File: src/rtl/mem_access_arbiter_pkg.sv
// Shared encodings for the CPU memory-access path: FSM states, RAM
// direction/size codes and requester identifiers.
package cpu_mem_pkg;

    typedef enum logic [1:0] {
        ST_IDLE,
        ST_ISSUE,
        ST_RESP,
        ST_WAIT_LOW
    } state_t;

    localparam logic RW_READ   = 1'b1;
    localparam logic RW_WRITE  = 1'b0;
    localparam logic TYPE_WORD = 1'b0;
    localparam logic TYPE_BYTE = 1'b1;

    typedef enum logic {
        GNT_FETCH = 1'b0,
        GNT_DATA  = 1'b1
    } gnt_t;

    // Word accesses must sit on a 4-byte boundary; bytes may go anywhere.
    function automatic logic misaligned(input logic type_data, input logic [1:0] lsb);
        return (type_data == TYPE_WORD) && (lsb != 2'b00);
    endfunction

endpackage

File: src/rtl/mem_access_arbiter_if.sv
// RAM-side MOV/MOC bus: the arbiter drives the operation, the RAM answers
// with MOC and read data.
interface mem_access_arbiter_if #(
    parameter int unsigned AW = 8,
    parameter int unsigned DW = 32
);
    logic          MOV;
    logic          RW;
    logic          typeData;
    logic [AW-1:0] address;
    logic [DW-1:0] ram_wdata;
    logic [DW-1:0] ram_rdata;
    logic          MOC;

    modport master (
        output MOV, RW, typeData, address, ram_wdata,
        input  ram_rdata, MOC
    );

    modport slave (
        input  MOV, RW, typeData, address, ram_wdata,
        output ram_rdata, MOC
    );
endinterface

File: src/rtl/mem_access_arbiter_rr_arb2.sv
// Two-way round-robin arbiter: a lone request wins outright, a tie goes to
// the requester that was not granted last.
module mem_rr_arb2
    import cpu_mem_pkg::*;
(
    input  logic       clk,
    input  logic       rst,
    input  logic [1:0] req,
    input  logic       update,
    output logic [1:0] grant
);
    gnt_t last_grant;

    always_comb begin
        grant = '0;
        unique case (req)
            2'b01:   grant = 2'b01;
            2'b10:   grant = 2'b10;
            2'b11:   grant = (last_grant == GNT_DATA) ? 2'b01 : 2'b10;
            default: grant = '0;
        endcase
    end

    always_ff @(posedge clk or posedge rst) begin
        if (rst) begin
            last_grant <= GNT_DATA;
        end else if (update && (|req)) begin
            last_grant <= grant[1] ? GNT_DATA : GNT_FETCH;
        end
    end
endmodule

File: src/rtl/mem_access_arbiter.sv
// Sequences fetch and data accesses onto the shared RAM through the
// four-phase MOV/MOC handshake, with sizing, alignment and MOC timeout.
module mem_access_arbiter
    import cpu_mem_pkg::*;
#(
    parameter int unsigned TIMEOUT = 15,
    parameter int unsigned AW      = 8,
    parameter int unsigned DW      = 32
) (
    input  logic          CLK,
    input  logic          CLR,
    input  logic          if_req,
    input  logic [AW-1:0] if_addr,
    output logic          if_done,
    output logic          if_err,
    output logic [DW-1:0] if_rdata,
    input  logic          d_req,
    input  logic          d_rw,
    input  logic          d_typeData,
    input  logic [AW-1:0] d_addr,
    input  logic [DW-1:0] d_wdata,
    output logic          d_done,
    output logic          d_err,
    output logic [DW-1:0] d_rdata,
    mem_access_arbiter_if.master mem
);
    localparam int unsigned CW = $clog2(TIMEOUT + 1);

    state_t        state;
    gnt_t          cur;
    logic [CW-1:0] cnt;
    logic [1:0]    req;
    logic [1:0]    grant;
    logic          arb_update;
    logic [AW-1:0] sel_addr;
    logic          sel_rw;
    logic          sel_type;
    logic [DW-1:0] sel_wdata;
    logic [DW-1:0] rd_fmt;

    assign req        = {d_req, if_req};
    assign arb_update = (state == ST_IDLE);

    mem_rr_arb2 u_arb (
        .clk    (CLK),
        .rst    (CLR),
        .req    (req),
        .update (arb_update),
        .grant  (grant)
    );

    // Fetch is always a word read; data side carries its own direction/size.
    always_comb begin
        sel_addr  = grant[1] ? d_addr : if_addr;
        sel_rw    = grant[1] ? d_rw : RW_READ;
        sel_type  = grant[1] ? d_typeData : TYPE_WORD;
        sel_wdata = '0;
        if (grant[1]) begin
            sel_wdata = (d_typeData == TYPE_BYTE) ? {{(DW-8){1'b0}}, d_wdata[7:0]} : d_wdata;
        end
        rd_fmt = (mem.typeData == TYPE_BYTE) ? {{(DW-8){1'b0}}, mem.ram_rdata[7:0]}
                                             : mem.ram_rdata;
    end

    always_ff @(posedge CLK or posedge CLR) begin
        if (CLR) begin
            state         <= ST_IDLE;
            cur           <= GNT_FETCH;
            cnt           <= '0;
            mem.MOV       <= 1'b0;
            mem.RW        <= RW_READ;
            mem.typeData  <= TYPE_WORD;
            mem.address   <= '0;
            mem.ram_wdata <= '0;
            if_done       <= 1'b0;
            if_err        <= 1'b0;
            if_rdata      <= '0;
            d_done        <= 1'b0;
            d_err         <= 1'b0;
            d_rdata       <= '0;
        end else begin
            unique case (state)
                ST_IDLE: begin
                    if (|grant) begin
                        cur           <= grant[1] ? GNT_DATA : GNT_FETCH;
                        cnt           <= '0;
                        mem.RW        <= sel_rw;
                        mem.typeData  <= sel_type;
                        mem.address   <= sel_addr;
                        mem.ram_wdata <= sel_wdata;
                        // Misaligned word: answer with an error without touching RAM.
                        if (misaligned(sel_type, sel_addr[1:0])) begin
                            state <= ST_RESP;
                            if (grant[1]) begin
                                d_done <= 1'b1;
                                d_err  <= 1'b1;
                            end else begin
                                if_done <= 1'b1;
                                if_err  <= 1'b1;
                            end
                        end else begin
                            mem.MOV <= 1'b1;
                            state   <= ST_ISSUE;
                        end
                    end
                end
                ST_ISSUE: begin
                    // MOC is checked first so it wins over a same-edge expiry.
                    if (mem.MOC) begin
                        mem.MOV <= 1'b0;
                        state   <= ST_RESP;
                        if (cur == GNT_DATA) begin
                            d_done <= 1'b1;
                            d_err  <= 1'b0;
                            if (mem.RW == RW_READ) d_rdata <= rd_fmt;
                        end else begin
                            if_done  <= 1'b1;
                            if_err   <= 1'b0;
                            if_rdata <= rd_fmt;
                        end
                    end else if (cnt == CW'(TIMEOUT - 1)) begin
                        mem.MOV <= 1'b0;
                        state   <= ST_RESP;
                        if (cur == GNT_DATA) begin
                            d_done <= 1'b1;
                            d_err  <= 1'b1;
                        end else begin
                            if_done <= 1'b1;
                            if_err  <= 1'b1;
                        end
                    end else begin
                        cnt <= cnt + 1'b1;
                    end
                end
                ST_RESP: begin
                    if_done <= 1'b0;
                    if_err  <= 1'b0;
                    d_done  <= 1'b0;
                    d_err   <= 1'b0;
                    state   <= ST_WAIT_LOW;
                end
                ST_WAIT_LOW: begin
                    if (!mem.MOC) state <= ST_IDLE;
                end
                default: state <= ST_IDLE;
            endcase
        end
    end
endmodule

File: src/flat_wrapper.sv
// flat-port wrapper written by rule: the top's interface ports become plain ports
module mem_access_arbiter_flat import cpu_mem_pkg::*;
#(
    parameter int unsigned TIMEOUT = 15,
    parameter int unsigned AW      = 8,
    parameter int unsigned DW      = 32
)
  (CLK, CLR, if_req, if_addr, if_done, if_err, if_rdata, d_req, d_rw, d_typeData, d_addr, d_wdata, d_done, d_err, d_rdata, mem_MOV, mem_RW, mem_typeData, mem_address, mem_ram_wdata, mem_ram_rdata, mem_MOC);
  mem_access_arbiter_if #(.AW(AW), .DW(DW)) mem_i ();
  input  logic CLK;
  input  logic CLR;
  input  logic if_req;
  input  logic [AW-1:0] if_addr;
  output logic if_done;
  output logic if_err;
  output logic [DW-1:0] if_rdata;
  input  logic d_req;
  input  logic d_rw;
  input  logic d_typeData;
  input  logic [AW-1:0] d_addr;
  input  logic [DW-1:0] d_wdata;
  output logic d_done;
  output logic d_err;
  output logic [DW-1:0] d_rdata;
  output wire logic [$bits(mem_i.MOV)-1:0] mem_MOV;
  output wire logic [$bits(mem_i.RW)-1:0] mem_RW;
  output wire logic [$bits(mem_i.typeData)-1:0] mem_typeData;
  output wire logic [$bits(mem_i.address)-1:0] mem_address;
  output wire logic [$bits(mem_i.ram_wdata)-1:0] mem_ram_wdata;
  input wire logic [$bits(mem_i.ram_rdata)-1:0] mem_ram_rdata;
  input wire logic [$bits(mem_i.MOC)-1:0] mem_MOC;
  assign mem_MOV = mem_i.MOV;
  assign mem_RW = mem_i.RW;
  assign mem_typeData = mem_i.typeData;
  assign mem_address = mem_i.address;
  assign mem_ram_wdata = mem_i.ram_wdata;
  assign mem_i.ram_rdata = mem_ram_rdata;
  assign mem_i.MOC = mem_MOC;
  mem_access_arbiter #(.TIMEOUT(TIMEOUT), .AW(AW), .DW(DW)) u_core (.CLK(CLK), .CLR(CLR), .if_req(if_req), .if_addr(if_addr), .if_done(if_done), .if_err(if_err), .if_rdata(if_rdata), .d_req(d_req), .d_rw(d_rw), .d_typeData(d_typeData), .d_addr(d_addr), .d_wdata(d_wdata), .d_done(d_done), .d_err(d_err), .d_rdata(d_rdata), .mem(mem_i));
endmodule
File: config.mk
export PLATFORM = sky130hd
export DESIGN_NAME = mem_access_arbiter_flat
export DESIGN_NICKNAME = d
export VERILOG_FILES = /design/src/rtl/mem_access_arbiter_pkg.sv /design/src/rtl/mem_access_arbiter_if.sv /design/src/rtl/mem_access_arbiter_rr_arb2.sv /design/src/rtl/mem_access_arbiter.sv /design/src/flat_wrapper.sv
export SDC_FILE = /design/constraint.sdc
export NUM_CORES = 1
export LEC_CHECK = 0
export ABC_AREA = 1
export CAP_MARGIN = 20
export CORE_MARGIN = 2
export CORE_UTILIZATION = 35
export CTS_CLUSTER_SIZE = 28
export DETAILED_ROUTE_END_ITERATION = 7
export PLACE_DENSITY = 0.7
export SLEW_MARGIN = 40
export SYNTH_ARGS = -nofsm -noshare
export SYNTH_HDL_FRONTEND = slang
export SYNTH_HIERARCHICAL = 1
export SYNTH_SLANG_ARGS = --single-unit
File: constraint.sdc
create_clock -name CLK -period 5.9 [get_ports CLK]
set_input_delay 1.18 -clock CLK [delete_from_list [all_inputs] [get_ports CLK]]
set_output_delay 1.18 -clock CLK [all_outputs]
set_load 0.1 [all_outputs]
Word-level counts from Yosys, hierarchy flattened. Index checks and enable logic that the tools add are counted. W data, S select, Z words.

Mux-type cells: 48. Shift operators: 0. Div/mod/pow operators: 0. Magnitude comparators: 0. Reduce and logical (&&, ||, !) cells: 18. Bitwise logic cells: 2. Multiply operators: 0. Equal/unequal tests: 18. Add/sub/neg operators: 1.

Operators by type and width (number): $mux W32 (3); $mux W1 (27); $mux W2 (6); $mux W4 (3); $ne A2 B2 Y1 const B (6); $pmux W1 S3 (4); $reduce_and A4 Y1 (3); $reduce_and A6 Y1 (2); $reduce_and A5 Y1 (2); $eq A2 B2 Y1 const B (4); $mux W8 (1); $ne A2 B1 Y1 const B (4); $pmux W2 S4 (1); $pmux W4 S2 (1); $pmux W2 S3 (1); $reduce_and A3 Y1 (2); $add A4 B1 Y4 const B (1); $eq A2 B1 Y1 const B (2); $eq A4 B4 Y1 const B (1); $reduce_bool A2 Y1 (2); $reduce_or A2 Y1 (2); $ne A3 B2 Y1 const B (1); $reduce_bool A3 Y1 (1); $logic_and A1 B1 Y1 (2); other kinds (4) (5).

Logic and storage cells: 102. Output and inout port bits: 111. ROM bits: 0. RAM bits: 0. Latch bits: 0. Register bits after elaboration: 119. Memories: 0.

Depth between registers and ports, before layout.
Depth in word-level cells: 8. Gate-level depth with buffers: 12. Depth with buffers taken out: 11.

By module. The synthesis kept the hierarchy.

Modules (own cells, without submodules): mem_access_arbiter (cells an instance 491, area each 4989.8 sq um, sequential area each 2954.1 sq um, instances 1); mem_rr_arb2 (cells an instance 10, area each 70.1 sq um, sequential area each 26.3 sq um, instances 1).

Worst setup path before layout. No wires, ideal clock.

Path kind: in2reg. From: in if_req. To: reg u_core.if_done. Arrival time: 2157 ps. Slack: 3618 ps. Path buffers: 1. Required time: 5775 ps. Stages: 12. Path through: nand2_1 and2_4 buf_4 inv_4 nand2_4 nor2_2 inv_2 nand2_1 nor2_1 nand3_2 nand2_1 o21ai_1.

Cells in the longest elaborated chain, start to end: 7. Elaborated cells between the ends (all ways): 14. Those cells by class: eq/ne: 6; mux: 3; bitwise: 1; reduce/logical: 4.

RTL lines: start: declaration (RTL line flat_wrapper.sv:12) `input logic if_req;`; $eq A2 B2 Y1 / $eq A2 B1 Y1 (equally long branches) (RTL line mem_access_arbiter_rr_arb2.sv:16) `unique case (req)`; $pmux W2 S3 (*) (RTL line mem_access_arbiter_rr_arb2.sv:16); net u_core.grant[1] (RTL line mem_access_arbiter.sv:33) `logic [1:0] grant;`; $mux W8 / $mux W1 (equally long branches) (RTL line mem_access_arbiter.sv:54, mem_access_arbiter.sv:56); $reduce_bool A2 Y1 / $not A1 Y1 (equally long branches) (RTL line mem_access_arbiter_pkg.sv:24) `return (type_data == TYPE_WORD) && (lsb != 2'b00);`; $logic_and A1 B1 Y1 (RTL line mem_access_arbiter_pkg.sv:24); $ne A2 B1 Y1 (no source line); $reduce_and A5 Y1 (no source line) (*); end signal: assignment (RTL line mem_access_arbiter.sv:75) `if_done <= 1'b0;`; end signal: assignment (RTL line mem_access_arbiter.sv:98) `if_done <= 1'b1;`; end signal: assignment (RTL line mem_access_arbiter.sv:117) `if_done <= 1'b1;`; end: declaration (RTL line mem_access_arbiter.sv:14) `output logic if_done,`.

The timed path passes the listed nets; every way through them passes the cells marked *. A chain may end at the register's enable or synchronous reset.

Worst setup path after layout.
From: reg u_core.mem.typeData. To: out mem_typeData.

RTL lines: start: declaration (RTL line mem_access_arbiter_if.sv:16) `output MOV, RW, typeData, address, ram_wdata,`; start signal: assignment (RTL line mem_access_arbiter.sv:88) `mem.typeData <= sel_type;`; end: declaration (RTL line flat_wrapper.sv:27) `output wire logic [$bits(mem_i.typeData)-1:0] mem_typeData;`.

No word-level cell between the ends.

==> flow_metrics.py <==
metrics = {
    "run_status": {
        "status": "finished clean",
    },
    "global_routing": {
        "wire_length_of_the_first_global_routing_pass_mm": 21.7,
        "overflow": 0,
        "first_global_vias": 4393,
        "maximum_number_of_pins_on_one_net_before_global_route_repair": 75,
        "antenna_found_initial": 0,
        "globalRouteTotalUtil_pct": 17.3,
    },
    "cts": {
        "clock_transition_at_path_regs_ps": 50,
        "post_cts.repair.setup_buffers": 0,
        "cts_tree": "yes",
        "cts.sinks": 119,
        "cts_hold_repair.buffers": 0,
        "numCtsBuffers": 17,
        "cts_max_path_buffers": 2,
        "post_cts.resized_instances": 0,
        "htree_levels": 4,
        "cts_root_buffer": "sky130_fd_sc_hd__clkbuf_16",
        "clk-insertion-delay-late_ps": 410,
    },
    "yosys": {
        "synth.ff_latch_count": 119,
        "synth.avg_cell_area_um2": 10.1,
        "synth_seq_area_share_pct": 58.9,
        "number_of_different_library_cells_in_the_post_synthesis_netlist": 33,
        "netlist_instances": 501,
        "syn-num-nets": 595,
        "synth_area_um2": 5060,
        "ys.warnings.count": 6,
    },
    "routing": {
        "routed_wirelength_mm": 13.0,
        "route.antenna.remaining_nets": 0,
        "post-route-drc-count": 0,
        "via_count": 4230,
        "post_drt_wl_per_cell_um": 14.7,
        "detailedRoute.firstIterationViolations": 317,
        "detailedRoute.firstPassIterationCount": 5,
        "post_drt_via_cell_ratio": 4.77,
    },
    "timing": {
        "worst_pin_slew_ps": 759,
        "slew_violations": 0,
        "finalHoldViolations": 0,
        "min_period_ps": 2820,
        "achievable-frequency_mhz": 354,
        "rsz_0062_raised_after_global_routing": "no",
        "finalCritPeriodShare_pct": 47.8,
        "setup_viol": 0,
        "setup-tns-final_ps": 0,
        "clock-skew-final_ps": 6.72,
        "relSlewSlack_pct": 49.4,
    },
    "finish": {
        "final.fill_count": 1267,
        "multi_input_logic_area_um2": 1720,
        "antennaDiodeCount": 0,
        "design.final.nets": 788,
        "area_delta_synth_final_pct": 41.8,
        "final-instance-count-excl-fill": 887,
        "drive_above_1_share_pct": 26.6,
        "ff_latch_area_um2": 2980,
    },
    "critical_path": {
        "crit_path_end_kind": "primary output",
        "ff2ff_setup_slack_ps": 3730,
        "cp_num_buf_inv": 1,
        "worst_ep_required_time_ps": 4720,
        "r2r-end": "u_core/mem.ram_wdata[8]$_DFFE_PP0P_",
        "timing.rr.start": "u_core/state[1]$_DFFE_PP0P_",
        "criticalPathCategory": "reg2out",
        "critical_path.slowest_cell": "sky130_fd_sc_hd__dfrtp_2",
        "path_delay_family": "flip-flops",
        "timing.critical_path.arrival_ps": 1640,
        "timing.critical_path.cells": "buf_2",
        "largest_fanout_of_any_net_on_the_critical_path": 26,
        "crit_path_max_incr_delay_ps": 710,
        "worst_setup_path_start_kind": "register",
        "reg2reg_depth": 6,
    },
    "placed_design": {
        "gp_routability_congestion": 0.850,
        "port_buffers": 197,
        "dp_hpwl_mm": 9.23,
        "dpl.cell_count": 855,
    },
    "die": {
        "die_height_um": 124,
        "dieArea_um2": 15400,
        "boundaryPins": 198,
        "core.rowCount": 43,
        "starting_density_pct": 36.2,
        "coreArea_um2": 14000,
        "die-width_um": 124,
    },
    "min_path": {
        "min-delay-start": "u_core/if_rdata[28]$_DFFE_PP0P_",
        "worstHoldPathCells": 2,
        "timing.hold.worst.class": "reg2reg",
        "worst_hold_path.endpoint": "u_core/if_rdata[28]$_DFFE_PP0P_",
    },
    "job": {
        "max_cap_viols": 0,
    },
}
## worst max-delay path by stage
| stage | depth (start not counted) | endpoint | startpoint |
|---|---|---|---|
| CTS | 1 | mem_typeData | u_core/mem.typeData$_DFFE_PP0P_ |
| finish | 1 | mem_typeData | u_core/mem.typeData$_DFFE_PP0P_ |
| global placement | 1 | mem_typeData | u_core/mem.typeData$_DFFE_PP0P_ |
| detailed placement | 8 | u_core/mem.ram_wdata[22]$_DFFE_PP0P_ | if_req |
| global route | 8 | u_core/mem.ram_wdata[22]$_DFFE_PP0P_ | if_req |
| floorplan | 1 | u_core/cnt[0]$_DFFE_PP0P_ | CLR |
## kinds of logic after synthesis
group | count (synthesis) | synth area share [%]
flops | 119 | 58.9
compound gates | 75 | 10.9
xor+xnor | 2 | 0.346
simple gates | 195 | 15.7
buf+inv | 79 | 7.10
fa+ha+maj | 7 | 1.73
mux | 24 | 5.34
## routing by layer
metal / GRT usage, % / routed length [um] / share of wire [%] / up-vias
met4: 8.26 / 374 / 2.9 / 0
met2: 28.3 / 6290 / 48 / 151
li1: - / - / - / 2028
met3: 5.42 / 875 / 6.7 / 28
met5: 0 / 0 / 0 / -
met1: 20.7 / 5480 / 42 / 2023
## cells in the final DEF, fill, tap and decap left out, drive strengths merged
master / instances
bufinv: 3
clkdlybuf4s50: 86
buf: 114
o21bai: 1
dfrtp: 117
and2: 1
mux2: 24
o21ai: 15
inv: 53
a32o: 24
a22o: 8
clkinvlp: 1
a21oi: 15
nor2: 48
ha: 7
o31ai: 3
clkbuf: 23
dfstp: 2
xor2: 1
xnor2: 1
nor3: 1
nand4: 4
nand2: 135
nand3: 6
clkinv: 5
a31oi: 7
o22ai: 2
## sequential cells by signal (all words and copies together) (netlist names)
name and cells:
u_core/mem.address 8, u_core/mem.RW 1, u_core/mem.MOV 1, u_core/if_err 1
u_core/if_rdata 32, u_core/d_rdata 32, u_core/cnt 4, u_core/mem.ram_wdata 32
u_core/mem.typeData 1, u_core/d_done 1, u_core/u_arb/last_grant 1, u_core/cur 1
u_core/if_done 1, u_core/d_err 1, u_core/state 2
## cell type report
type	count	area share [%]
clock inverters	9	1.71
well taps	180	3.14
clock buffers	23	6.66
repair buffers	200	20.1
multi-input cells	303	24.0
inverters	53	2.88
flip-flops and latches	119	41.6
## cells in the mapped netlist
| library cell | instances | area, um2 |
|---|---|---|
| sky130_fd_sc_hd__nand2_1 | 130 | 488 |
| sky130_fd_sc_hd__dfrtp_1 | 117 | 2930 |
| sky130_fd_sc_hd__inv_1 | 48 | 180 |
| sky130_fd_sc_hd__nor2_1 | 46 | 173 |
| sky130_fd_sc_hd__a32o_1 | 24 | 240 |
| sky130_fd_sc_hd__mux2_2 | 24 | 270 |
| sky130_fd_sc_hd__a21oi_1 | 14 | 70.1 |
| sky130_fd_sc_hd__buf_2 | 12 | 60.1 |
| sky130_fd_sc_hd__o21ai_0 | 12 | 60.1 |
| sky130_fd_sc_hd__a22o_1 | 8 | 70.1 |
| sky130_fd_sc_hd__a31oi_1 | 7 | 43.8 |
| sky130_fd_sc_hd__ha_1 | 7 | 87.6 |
| sky130_fd_sc_hd__clkbuf_1 | 6 | 22.5 |
| sky130_fd_sc_hd__nand3_1 | 5 | 25.0 |
| sky130_fd_sc_hd__buf_4 | 4 | 30.0 |
| sky130_fd_sc_hd__buf_6 | 4 | 45.0 |
| sky130_fd_sc_hd__inv_2 | 4 | 15.0 |
| sky130_fd_sc_hd__nand2_2 | 4 | 25.0 |
| sky130_fd_sc_hd__nand4_1 | 4 | 25.0 |
| sky130_fd_sc_hd__o21ai_1 | 3 | 15.0 |
| sky130_fd_sc_hd__o31ai_1 | 3 | 22.5 |
| sky130_fd_sc_hd__dfstp_2 | 2 | 52.6 |
| sky130_fd_sc_hd__nor2_2 | 2 | 12.5 |
| sky130_fd_sc_hd__o22ai_1 | 2 | 12.5 |
| sky130_fd_sc_hd__a21oi_2 | 1 | 8.76 |
| sky130_fd_sc_hd__and2_4 | 1 | 8.76 |
| sky130_fd_sc_hd__inv_4 | 1 | 6.26 |
| sky130_fd_sc_hd__nand2_4 | 1 | 11.3 |
| sky130_fd_sc_hd__nand3_2 | 1 | 10.0 |
| sky130_fd_sc_hd__nor3_4 | 1 | 16.3 |
| sky130_fd_sc_hd__o21bai_1 | 1 | 7.51 |
| sky130_fd_sc_hd__xnor2_1 | 1 | 8.76 |
| sky130_fd_sc_hd__xor2_1 | 1 | 8.76 |
## metrics by stage
stage	instance area [um2]	setup slack, ps	hold WS [ps]	util [%]
global route	7170	3000	500	51.3
finish	7170	3080	472	51.3
global placement	7120	2480	454	50.9
detailed placement	6570	2720	460	47.0
floorplan	5060	1590	442	-
CTS	7170	3040	475	51.3
Power is left out: the tool's default activity adds up to more than one toggle a clock period on the data nets, which glitch-free logic cannot reach.
